**src/rtl/score_glyph_reader.sv**
```systemverilog
// rtl/score_glyph_reader.sv - score BCD conversion and glyph RAM read pipeline
// Double-dabble score converter plus a 2-stage pixel-to-glyph lookup against a 1-cycle sprite RAM.
module score_glyph_reader #(
    parameter int                    DATA_WIDTH  = 8,
    parameter int                    ADDR_WIDTH  = 16,
    parameter int                    GLYPH_W     = 16,
    parameter int                    GLYPH_H     = 24,
    parameter int                    NUM_DIGITS  = 4,
    parameter logic [9:0]            ORIGIN_X    = 10'd8,
    parameter logic [9:0]            ORIGIN_Y    = 10'd8,
    parameter logic [DATA_WIDTH-1:0] TRANSPARENT = 8'h00
) (
    input  logic                  clk,
    input  logic                  reset,
    input  logic [13:0]           score_i,
    input  logic                  score_load,
    output logic                  busy,
    input  logic [9:0]            pix_x,
    input  logic [9:0]            pix_y,
    input  logic                  pix_valid,
    output logic                  mem_en,
    output logic                  mem_we,
    output logic [ADDR_WIDTH-1:0] mem_addr,
    input  logic [DATA_WIDTH-1:0] mem_data_i,
    output logic                  out_valid,
    output logic                  out_hit,
    output logic [DATA_WIDTH-1:0] out_data
);

    localparam int         BW        = 4 * NUM_DIGITS;
    localparam logic [13:0] SCORE_MAX = 14'(10 ** NUM_DIGITS - 1);
    localparam logic [10:0] X_END     = 11'(ORIGIN_X + NUM_DIGITS * GLYPH_W);
    localparam logic [10:0] Y_END     = 11'(ORIGIN_Y + GLYPH_H);

    typedef enum logic [1:0] {S_IDLE, S_CONV, S_DONE} state_t;

    state_t          r_state;
    logic [13:0]     r_bin;
    logic [BW-1:0]   r_bcd;
    logic [3:0]      r_cnt;
    logic [BW-1:0]   r_disp;
    logic [BW-1:0]   w_bcd_adj;

    logic            r_valid_d1;
    logic            r_valid_d2;
    logic            r_en_d2;

    logic [9:0]      w_dx;
    logic [9:0]      w_dy;
    logic [9:0]      w_d;
    logic [9:0]      w_gx;
    logic            w_in_box;
    logic [3:0]      w_sel;
    logic            w_sel_blank;
    logic            w_lead;
    logic            w_en;
    logic [ADDR_WIDTH-1:0] w_addr;

    always_comb begin
        w_bcd_adj = r_bcd;
        for (int k = 0; k < NUM_DIGITS; k++) begin
            if (r_bcd[k*4 +: 4] >= 4'd5)
                w_bcd_adj[k*4 +: 4] = r_bcd[k*4 +: 4] + 4'd3;
        end
    end

    // Display regs only move in DONE, so the pixel path never sees a half-converted value.
    always_ff @(posedge clk) begin
        if (reset) begin
            r_state <= S_IDLE;
            r_bin   <= '0;
            r_bcd   <= '0;
            r_cnt   <= '0;
            r_disp  <= '0;
            busy    <= 1'b0;
        end else begin
            case (r_state)
                S_IDLE: begin
                    if (score_load) begin
                        r_bin   <= (score_i > SCORE_MAX) ? SCORE_MAX : score_i;
                        r_bcd   <= '0;
                        r_cnt   <= '0;
                        busy    <= 1'b1;
                        r_state <= S_CONV;
                    end
                end
                S_CONV: begin
                    {r_bcd, r_bin} <= {w_bcd_adj, r_bin} << 1;
                    r_cnt          <= r_cnt + 4'd1;
                    if (r_cnt == 4'd13)
                        r_state <= S_DONE;
                end
                S_DONE: begin
                    r_disp  <= r_bcd;
                    busy    <= 1'b0;
                    r_state <= S_IDLE;
                end
                default: r_state <= S_IDLE;
            endcase
        end
    end

    assign w_dx     = pix_x - ORIGIN_X;
    assign w_dy     = pix_y - ORIGIN_Y;
    assign w_in_box = pix_valid
                    && (pix_x >= ORIGIN_X) && ({1'b0, pix_x} < X_END)
                    && (pix_y >= ORIGIN_Y) && ({1'b0, pix_y} < Y_END);

    // Digit 0 is the most significant nibble; leading zeros blank except the last digit.
    always_comb begin
        w_d         = 10'(32'(w_dx) / GLYPH_W);
        w_gx        = 10'(32'(w_dx) % GLYPH_W);
        w_sel       = '0;
        w_sel_blank = 1'b0;
        w_lead      = 1'b1;
        for (int k = 0; k < NUM_DIGITS; k++) begin
            w_lead = w_lead && (r_disp[(NUM_DIGITS-1-k)*4 +: 4] == 4'd0);
            if (w_d == 10'(k)) begin
                w_sel       = r_disp[(NUM_DIGITS-1-k)*4 +: 4];
                w_sel_blank = w_lead && (k != NUM_DIGITS - 1);
            end
        end
        w_en   = w_in_box && !w_sel_blank;
        w_addr = ADDR_WIDTH'(32'(w_sel) * GLYPH_W * GLYPH_H + 32'(w_dy) * GLYPH_W + 32'(w_gx));
    end

    always_ff @(posedge clk) begin
        if (reset) begin
            mem_en     <= 1'b0;
            mem_addr   <= '0;
            r_valid_d1 <= 1'b0;
            r_valid_d2 <= 1'b0;
            r_en_d2    <= 1'b0;
        end else begin
            mem_en     <= w_en;
            if (w_en)
                mem_addr <= w_addr;
            r_valid_d1 <= pix_valid;
            r_valid_d2 <= r_valid_d1;
            r_en_d2    <= mem_en;
        end
    end

    // RAM data arrives in cycle 2, already registered by the RAM itself.
    assign mem_we    = 1'b0;
    assign out_valid = r_valid_d2;
    assign out_hit   = r_en_d2 && (mem_data_i != TRANSPARENT);
    assign out_data  = out_hit ? mem_data_i : '0;

endmodule
```
**config.mk**
```make
export PLATFORM = sky130hd
export DESIGN_NAME = score_glyph_reader
export DESIGN_NICKNAME = d
export VERILOG_FILES = /design/src/rtl/score_glyph_reader.sv
export SDC_FILE = /design/constraint.sdc
export NUM_CORES = 1
export LEC_CHECK = 0
export CAP_MARGIN = 25
export CORE_AREA = 3 3 93 95
export CTS_BUF_LIST = sky130_fd_sc_hd__clkbuf_4 sky130_fd_sc_hd__clkbuf_8
export DETAILED_ROUTE_END_ITERATION = 8
export DIE_AREA = 0 0 96 98
export PLACE_DENSITY = 0.87
export SYNTH_ARGS = -nofsm -noshare
export SYNTH_HDL_FRONTEND = slang
export SYNTH_SLANG_ARGS = --single-unit
```
**constraint.sdc**
```tcl
create_clock -name clk -period 4.1 [get_ports clk]
set_input_delay 0.41 -clock clk [delete_from_list [all_inputs] [get_ports clk]]
set_output_delay 0.41 -clock clk [all_outputs]
set_load 0.005 [all_outputs]
```
Word-level counts from Yosys, hierarchy flattened. Cells that the tools add are included.

Register bits after elaboration: 73. Output and inout port bits: 29. Logic and storage cells: 83.

Add/sub/neg operators: 9. Multiply operators: 1. $lt $le $gt $ge: 9. Equal/unequal tests: 8. Multiplexer cells: 25. Reduce and logical (&&, ||, !) cells: 20.

Operator list (number): 4-bit 2-to-1 mux (8); 16-bit one-hot mux with 2 select lines (1); 14-bit 2-to-1 mux (2); 14-bit one-hot mux with 2 select lines (1); 10-bit by 4-bit greater-or-equal comparator with 1-bit output, second input constant (2); 10-bit by 4-bit subtractor with 10-bit output, second input constant (2); 15-bit by 4-bit adder with 16-bit output (1); 4-bit by 3-bit greater-or-equal comparator with 1-bit output, second input constant (4); 16-bit 2-to-1 mux (1); 13-bit by 14-bit adder with 15-bit output (1); 14-bit > comparator, second input constant (1); 4-bit by 2-bit adder with 4-bit output, second input constant (3); 6-bit by 2-bit == test with 1-bit output, second input constant (2); 4-bit logical NOT (3); 10-bit logical NOT (1); 10-bit by 6-bit < comparator with 1-bit output, second input constant (1); 10-bit by 7-bit < comparator with 1-bit output, second input constant (1); 1-bit logical AND (8); 8-bit 2-to-1 mux (1); 4-bit one-hot mux with 2 select lines (1); 8-bit nonzero test (1); 6-bit by 1-bit == test with 1-bit output, second input constant (1); 4-bit by 2-bit multiplier with 6-bit output, second input constant (1); 2-bit AND reduction (3); 14 further kinds (21).

Depth between registers and ports, before layout. Gate-level depths: netlist of run 1.

Word-level depth: 9. Mapped depth: 17. Mapped depth without buffers: 17.

Worst setup path before layout of run 1. Ideal clock, no wire load.

Path type: input to register. Start: input port pix_x[4]. End: register mem_addr[12]. Arrival: 3.623 ns. Data required time: 3.979 ns. Setup slack: 0.356 ns. Stages on the path: 14. Buffers on the path: 1. Cells stage by stage: inv_1 -> ha_1 -> clkbuf_1 -> mux4_2 -> and3_1 -> ha_1 -> fa_1 -> xor2_1 -> ha_1 -> o21a_1 -> a21o_1 -> a211oi_1 -> nor3_1 -> mux2_2.

Longest elaborated chain between the ends: 9.

RTL lines: start, declared (line 18) `input logic [9:0] pix_x,`; 10-bit by 4-bit subtractor with 10-bit output (line 103) `assign w_dx = pix_x - ORIGIN_X;`; 10-bit logical NOT (line 118) `if (w_d == 10'(k)) begin`; 4-bit 2-to-1 mux (4 in a row) (line 118); 4-bit by 2-bit multiplier with 6-bit output (line 124) `w_addr = ADDR_WIDTH'(32'(w_sel) * GLYPH_W * GLYPH_H + 32'(w_dy) * GLYPH_W + 32'(w_gx));`; 13-bit by 14-bit adder with 15-bit output (line 124); 15-bit by 4-bit adder with 16-bit output (line 124); end signal, assigned (line 137) `mem_addr <= w_addr;`; end, declared (line 23) `output logic [ADDR_WIDTH-1:0] mem_addr,`.

Parallel ways exist; a longest one is shown, timed or not. A chain may end at the register's enable or synchronous reset.

Worst setup path in the final report of run 1.
Start: input port pix_x[3]. End: register mem_addr[12].

Same word-level chain as after synthesis.

==> run metrics, run 1 <==
first-pass GRT wire length=17.0 mm; Final nets=646; vias post-DR=3922; Seq cells post-synth=72; clock transition at the registers of the reported paths=0.08 ns; most common cell after layout, fill and taps aside=nand2_1; Peak VDD IR=247 uV; DRC=0; Worst setup EP type=flip-flop; vias in the first global route=3780; Worst Path Required=4.35 ns; fmax=259 MHz; Synth Warn #=0; Switching Share=25.0%; top post-synthesis cells by area=dfxtp_1, ha_1, nand2_1; Logic pwr share=13.8%; WL met2=5.10 mm; routed vias/inst=5.76; fin. max-slew vios=0; initial antenna violation count=0; Chip Height=98 um; chip width=96 um; final WL=10.4 mm; unrepaired setup endpoints after global routing=false; multi-input logic area=2490 um2; GPL Wtd Cong=0.998; Iteration-0 DRC Markers=135; CP startpoint kind=input pin; cells after synthesis=496; status=complete, no violations; max_slew headroom=34.2%; synthesized cell area=4080 um2; max incr delay on CP=0.54 ns; sequential-to-total area share from yosys stat=35.3%; HP Class=input pin to flip-flop; IO Count=75; sequential share of power=45.5%; # rows=32; post-synth cell types=59; routed wire length per instance=15.2 um; share of cells above drive strength 1=9.84%; Yosys top cell area share=35.3%; # hold bufs at CTS=0; Total Routing Usage GR=22.5%; post-layout minimum cycle time=3.86 ns; CTS resizes=0; most frequent cells in the layout=nand2_1, dfxtp_1, clkdlybuf4s50_1, a21oi_1, nor2_1; antenna cell count=0; CP Max Fanout=3; DR pass1 iterations=4; Setup WS pre-CTS=-0.279 ns; WS Path Type=input pin to flip-flop; most used cell, CP=ha_1; P_leak=2.01 nW; switching power=0.000398 W; CP max stage cell=clkdlybuf4s50_1; Filler cells=629; GRT overflow=0; TritonCTS clock tree=done; worst skew pair latency=0.36 ns; clock buffer depth=2; post-detail-place hpwl=7.57 mm; Final Hold Vio Count=0; Yosys top cell by area=dfxtp_1; met1 WL=4.24 mm; Pwr Density=303 nW/um2; Clock Power Share=40.7%; asr flop ratio synth=0%; Core ar.=7810 um2; H-tree depth=3; Internal Pwr Total=0.00119 W; Clock Skew=0.0116 ns; Final WS setup=0.243 ns; clock root cell=clkbuf_8; PortBufs=72; Max-Cap Viols=0; Post-synth EDFFs=0; Setup Viol. Count Final=0; Initial Utilization=52.3%; Worst Path Arrival=4.11 ns; remaining antenna violation count=0; post-CTS setup repair buffer count=0; Main synth FF type=dfxtp_1; Die Footprint=9410 um2; largest net degree at the start of global routing=62; CP Cell Sequence=clkdlybuf4s50_1 > inv_1 > ha_4 > mux4_2 > and3_1 > ha_1 > fa_1 > xor2_1 > ha_1 > o21a_1 > a21o_1 > a211oi_1 > nor3_1 > mux2_2; wire length on met3=781 um; CTS buffer count=9; final period utilization=94.1%; Top Layer Used=met4; Avg Inst Size Synth=8.23 um2; CTS Sinks=72; register area=1440 um2; Worst Tran Pin Value=0.984 ns; Layout Area Growth over Synthesis=28.2%; Final TNS setup=0 ns
-- registers in the layout, summed over array words and instances (netlist names) --
name        flops
r_bin          14
r_en_d2         1
mem_en          1
mem_addr       15
r_valid_d1      1
r_disp         16
r_bcd          16
out_valid       1
r_cnt           4
r_state         2
busy            1
-- metrics by stage --
step	utilization [%]	hold WS, ns	cells	power, W	instance area, um2
after floorplan	-	0.414	497	0.000851	4090
after global placement	63.3	0.437	663	0.000939	4940
after detailed placement	63.3	0.432	663	0.000946	4940
after CTS	66.3	0.392	679	0.00159	5170
after global routing	67.1	0.431	681	0.00165	5240
final	67.1	0.410	681	0.00159	5240
-- path summary, 6_finish.rpt --
| path | from | end | slack (ns) | depth (start not counted) |
|---|---|---|---|---|
| max | pix_x[3] | mem_addr[12] | 0.24 | 14 |
| min | reset | mem_addr[3] | 0.41 | 3 |
| max reg2reg | r_disp[5] | mem_addr[12] | 0.89 | 11 |
| min reg2reg | r_valid_d1 | out_valid | 0.46 | 1 |
-- power by group through the flow --
stage	Sequential, W	Clock (W)	Combinational, W
6_report	0.000723	0.000646	0.000219
5_1_grt	0.000724	0.000685	0.000241
4_1_cts	0.000723	0.000659	0.000209
3_5_place_dp	0.000739	0	0.000207
2_1_floorplan	0.000737	0	0.000114
3_3_place_gp	0.000738	0	0.000201
-- synthesized netlist by cell type (7+ instances only) --
cell type  count
xor2_1         8
inv_1         17
and2_1        12
o21ai_0       17
mux2i_1       14
clkbuf_1      21
a21oi_1       50
nor2_1        31
nand2_1       79
nor4_1         7
nor3_1        17
xnor2_1        7
nor2b_1        7
ha_1          24
dfxtp_1       72
nand3_1       22
a31oi_1        8
-- area by class of cell --
| cell class | count | area share, % |
|---|---|---|
| Multi-Input combinational cell | 382 | 47.5 |
| Sequential cell | 72 | 27.5 |
| Timing Repair Buffer | 92 | 16.9 |
| Clock buffer | 12 | 2.92 |
| Tap cell | 102 | 2.44 |
| Clock inverter | 4 | 1.48 |
| Inverter | 17 | 1.22 |
-- metal layers --
metal,up-vias,global-route usage [%]
met3,30,4.93
met1,1845,26.4
met4,0,9.41
met2,146,38.7
met5,-,0
li1,1901,-
-- worst max-delay path: cells and delay by family --
kind / cells / cell delay (ns)
xor gates and xnor gates: 1 / 0.19
AOI/OAI and AO/OA: 3 / 0.54
buffers and inverters: 2 / 0.64
muxes: 2 / 0.79
and+or+nand+nor: 2 / 0.28
adders and majority gates: 4 / 1.26
-- kinds of logic after synthesis --
logic type	Yosys count	share of synthesized area, %
and+or+nand+nor	202	24.2
AOI/OAI and AO/OA	115	17.7
DFF	72	35.3
buffers and inverters	43	4.53
adders and majority gates	26	8.33
muxes	21	6.19
xor gates and xnor gates	16	3.62
other	1	0.0918
No activity file was read; power rests on OpenSTA's default activity.
==> run 2, diff against run 1 <==
--- a/config.mk
+++ b/config.mk
@@ -10,6 +10,7 @@
 export CTS_BUF_LIST = sky130_fd_sc_hd__clkbuf_4 sky130_fd_sc_hd__clkbuf_8
 export DETAILED_ROUTE_END_ITERATION = 8
 export DIE_AREA = 0 0 96 98
+export GPL_ROUTABILITY_DRIVEN = 0
 export PLACE_DENSITY = 0.87
 export SYNTH_ARGS = -nofsm -noshare
 export SYNTH_HDL_FRONTEND = slang
==> run metrics, run 2 (synthesis gave the netlist of run 1 again) <==
status=complete, no violations; Max-Cap Viols=0; unrepaired setup endpoints after global routing=false; final period utilization=97.2%; CP Cell Sequence=clkdlybuf4s50_1 > inv_1 > ha_1 > xor2_2 > buf_4 > mux4_2 > and3_1 > ha_1 > fa_1 > xor2_1 > ha_1 > o21a_1 > a21o_1 > a211oi_1 > nor3_1 > mux2_2; share of cells above drive strength 1=10.3%; R2R Path Start=r_disp[5]; Layout Area Growth over Synthesis=27.9%; chip width=96 um; first-pass GRT wire length=16.7 mm; fmax=251 MHz; Initial Utilization=52.3%; # rows=32; Hold Path Origin=reset; routed wire length per instance=14.8 um; CTS Sinks=72; clock root cell=clkbuf_8; total power=0.00156 W; max incr delay on CP=0.50 ns; Worst Path Required=4.33 ns; Final Hold Vio Count=0; CTS buffer count=9; crit-path leading delay family=adder cells; PortBufs=72; routed vias/inst=5.70; fin. max-slew vios=0; IO Count=75; Core ar.=7810 um2; hold path depth=3; post-detail-place hpwl=7.40 mm; Chip Height=98 um; Switching Share=25.0%; worst skew pair latency=0.34 ns; Pwr Density=298 nW/um2; clock buffer depth=2; Worst Path Buf+Inv=3; remaining antenna violation count=0; H-tree depth=3; Clock Power Share=39.7%; vias post-DR=3895; # hold bufs at CTS=0; Die Footprint=9410 um2; Final nets=648; Iteration-0 DRC Markers=193; biggest regs=r_bcd (16), r_disp (16), mem_addr (15); Clock Skew=0.0112 ns; Placed Instances=663; max_slew headroom=33.4%; Setup Viol. Count Final=0; R2R Setup Slk=0.86 ns; CP startpoint kind=input pin; sequential share of power=46.4%; most frequent cells in the layout=nand2_1, dfxtp_1, clkdlybuf4s50_1, a21oi_1, nor2_1; CP max stage cell=clkdlybuf4s50_1; Final Util=66.9%; vias in the first global route=3672; Internal Pwr Total=0.00117 W; most used cell, CP=ha_1; DR pass1 iterations=5; hold endpoint=mem_addr[3]; Worst setup EP type=flip-flop; post-route insts no fill=683; clock transition at the registers of the reported paths=0.07 ns; final WL=10.1 mm; post-layout minimum cycle time=3.98 ns; initial antenna violation count=0; most common cell after layout, fill and taps aside=nand2_1; HP Class=input pin to flip-flop; GRT overflow=0; Worst Tran Pin Value=0.996 ns; switching power=0.000389 W; antenna cell count=0; DRC=0; Worst Path Arrival=4.22 ns; r2r endpoint=mem_addr[12]; WS Path Type=input pin to flip-flop; largest net degree at the start of global routing=62; TritonCTS clock tree=done; P_leak=2.01 nW; CP Max Fanout=4; worst hold slack=0.446 ns; Logic pwr share=13.9%; Worst Reg-to-Reg Cells=11; Peak VDD IR=184 uV; Total Routing Usage GR=21.9%
==> run 2: cell count changes in the layout (fill, tap and decap cells not counted), moves of 2 or more <==
cell      delta
clkinv_2     +3
clkinv_4     -2
clkbuf_4     -2
buf_4        +2
==> run 2: tightest hold or removal path: stages <==
cell and delay (ns):
buf_2 0.12, nor2b_1 0.10, mux2_1 0.13
==> run 2: area by class of cell <==
type | instances | area, um2
sequential | 72 | 1440
clock buffer | 10 | 138
multi-input combinational | 382 | 2480
fill | 640 | 2580
inverter | 17 | 63.8
tap | 102 | 128
clock inverter | 6 | 82.6
timing repair buffer | 94 | 888
==> run 2: worst max path at each step <==
stage	startpoint	end	slack, ns	cells after the start
2_1_floorplan	pix_x[4]	mem_addr[12]	0.36	14
3_3_place_gp	pix_x[3]	mem_addr[13]	-0.1	18
3_5_place_dp	pix_x[4]	mem_addr[12]	-0.22	15
4_1_cts	pix_x[4]	mem_addr[12]	0.14	15
5_1_grt	pix_x[4]	mem_addr[12]	0.0007	16
6_report	pix_x[4]	mem_addr[12]	0.12	16
==> run 2: what timing repair did <==
action | 4_1_cts | 5_1_grt
endpoints found under the setup margin | 0 | 4
gates resized for setup | 0 | 4
buffers inserted | 0 | 2
==> run 2: routing by layer <==
layer / share of wire [%] / up-vias / wire, um / track usage [%]
met2: 49 / 182 / 4990 / 36.6
met3: 8.6 / 16 / 870 / 4.78
met4: 1.3 / 0 / 136 / 6.67
met1: 41 / 1799 / 4150 / 28.0
met5: 0 / - / 0 / 0
li1: - / 1898 / - / -
==> run 2: power groups by stage <==
stage	Sequential (W)	Combinational [W]	Clock, W
after floorplan	0.000737	0.000114	0
after global placement	0.000738	0.000201	0
after detailed placement	0.000739	0.000207	0
after CTS	0.000723	0.000208	0.000628
after global routing	0.000725	0.000238	0.000669
final	0.000723	0.000217	0.000618
==> run 2: through the flow <==
stage / area [um2] / setup WS, ns / TNS (ns)
floorplan: 4090 / 0.356 / 0
global placement: 4940 / -0.0991 / -0.136
detailed placement: 4940 / -0.215 / -0.593
CTS: 5160 / 0.141 / 0
global route: 5220 / 0.000725 / 0
finish: 5220 / 0.117 / 0
==> run 3, diff against run 2 <==
--- a/config.mk
+++ b/config.mk
@@ -12,6 +12,7 @@
 export DIE_AREA = 0 0 96 98
 export GPL_ROUTABILITY_DRIVEN = 0
 export PLACE_DENSITY = 0.87
+export RECOVER_POWER = 100
 export SYNTH_ARGS = -nofsm -noshare
 export SYNTH_HDL_FRONTEND = slang
 export SYNTH_SLANG_ARGS = --single-unit
==> run metrics, run 3 (synthesis gave the netlist of run 1 again) <==
TritonCTS clock tree=done; HP Class=input pin to flip-flop; Final TNS setup=0 ns; Setup Viol. Count Final=0; max_slew headroom=-13.1%; WS Path Type=input pin to flip-flop; unrepaired setup endpoints after global routing=false; H-tree depth=3; end of the critical path=mem_addr[12]; Iteration-0 DRC Markers=244; failing checks=capacitance limit, slew limit; CP Max Fanout=4; Worst Path Arrival=4.21 ns; Core ar.=7810 um2; fmax=251 MHz; most used cell, CP=ha_1; total power=0.00156 W; r2r endpoint=mem_addr[12]; routed wire length per instance=14.9 um; Final Hold Vio Count=0; # rows=32; chip width=96 um; worst hold slack=0.442 ns; clock transition at the registers of the reported paths=0.07 ns; CP max stage cell=clkdlybuf4s50_1; vias in the first global route=3672; Worst Path Required=4.33 ns; largest net degree at the start of global routing=62; post-layout minimum cycle time=3.98 ns; Placed Instances=663; Initial Utilization=52.3%; post-detail-place hpwl=7.40 mm; DP Area=4940 um2; Crit path depth=16; launch point of the critical path=pix_x[4]; clock root cell=clkbuf_8; IO Count=75; status=finished with violations; Worst Tran Pin Value=1.69 ns; Peak VDD IR=184 uV; Clock Skew=0.0123 ns; GRT overflow=0; Worst Reg-to-Reg Cells=11; final period utilization=97.2%; first-pass GRT wire length=16.7 mm; P_leak=2.09 nW; PortBufs=72; Die Footprint=9410 um2; crit-path leading delay family=adder cells; Max-Cap Viols=1; vias post-DR=3875; CP Cell Sequence=clkdlybuf4s50_1 > inv_1 > ha_1 > xor2_2 > buf_4 > mux4_2 > and3_1 > ha_1 > fa_1 > xor2_1 > ha_1 > o21a_1 > a21o_1 > a211oi_1 > nor3_1 > mux2_2; most frequent cells in the layout=nand2_1, dfxtp_1, a21oi_1, clkdlybuf4s50_1, nor2_1; Final nets=648; Chip Height=98 um; most common cell after layout, fill and taps aside=nand2_1; fin. max-slew vios=14; DR pass1 iterations=6; remaining antenna violation count=0; CP startpoint kind=input pin; share of cells above drive strength 1=9.47%; DRC=0; Worst setup EP type=flip-flop; Layout Area Growth over Synthesis=27.2%; post-route insts no fill=683; biggest regs=r_bcd (16), r_disp (16), mem_addr (15); Hold Path Origin=reset; initial antenna violation count=0; max incr delay on CP=0.50 ns; worst skew pair latency=0.35 ns; R2R Path Start=r_disp[5]; routed vias/inst=5.67; Worst Path Buf+Inv=3; final WL=10.2 mm; CTS Sinks=72; antenna cell count=0; CTS buffer count=9; Total Routing Usage GR=21.9%; R2R Setup Slk=0.85 ns; clock buffer depth=2; Pwr Density=300 nW/um2; post-route design area=5200 um2
## run 3: tightest hold or removal path: cells and delay by family
kind,cells,cell delay [ns]
multiplexers,1,0.13
AND/OR/NAND/NOR,1,0.11
buffers and inverters,1,0.10
## run 3: layout make-up
class                      count  area, um2
clock inverter                 6       82.6
clock buffer                  10        138
timing repair buffer          94        876
sequential                    72       1440
multi-input combinational    382       2470
tap                          102        128
fill                         644       2610
inverter                      17       63.8
## run 3: repair_timing
action / in CTS / in global routing
endpoints found under the setup margin: 0 / 4
setup buffers: 0 / 2
gates resized for setup: 0 / 4
hold buffers: 0 / 0
## run 3: power breakdown
part           switching (W)  internal (W)  leakage [nW]
Sequential        0.00000922      0.000714         0.583
Clock               0.000264      0.000356         0.112
Combinational       0.000117     0.0000967          1.39
## run 3: how the worst min path moves through the flow
stage,endpoint,slack (ns),cells past startpoint
4_1_cts,mem_addr[3],0.43,3
2_1_floorplan,out_valid,0.41,1
3_5_place_dp,r_bin[10],0.45,2
3_3_place_gp,r_bin[10],0.44,2
5_1_grt,mem_addr[3],0.47,3
6_report,mem_addr[3],0.44,3
## run 3: metal layers
metal | routed length [um] | track usage [%] | vias to the layer above
li1 | - | - | 1895
met1 | 4210 | 28.0 | 1800
met2 | 5000 | 36.6 | 162
met3 | 809 | 4.78 | 18
met4 | 135 | 6.67 | 0
met5 | 0 | 0 | -
## run 3: per-stage QoR
stage	utilization (%)	worst slack, ns
after floorplan	-	0.356
after detailed placement	63.3	-0.215
after global routing	66.6	0.00131
after global placement	63.3	-0.0991
after CTS	66.2	0.141
final	66.6	0.116
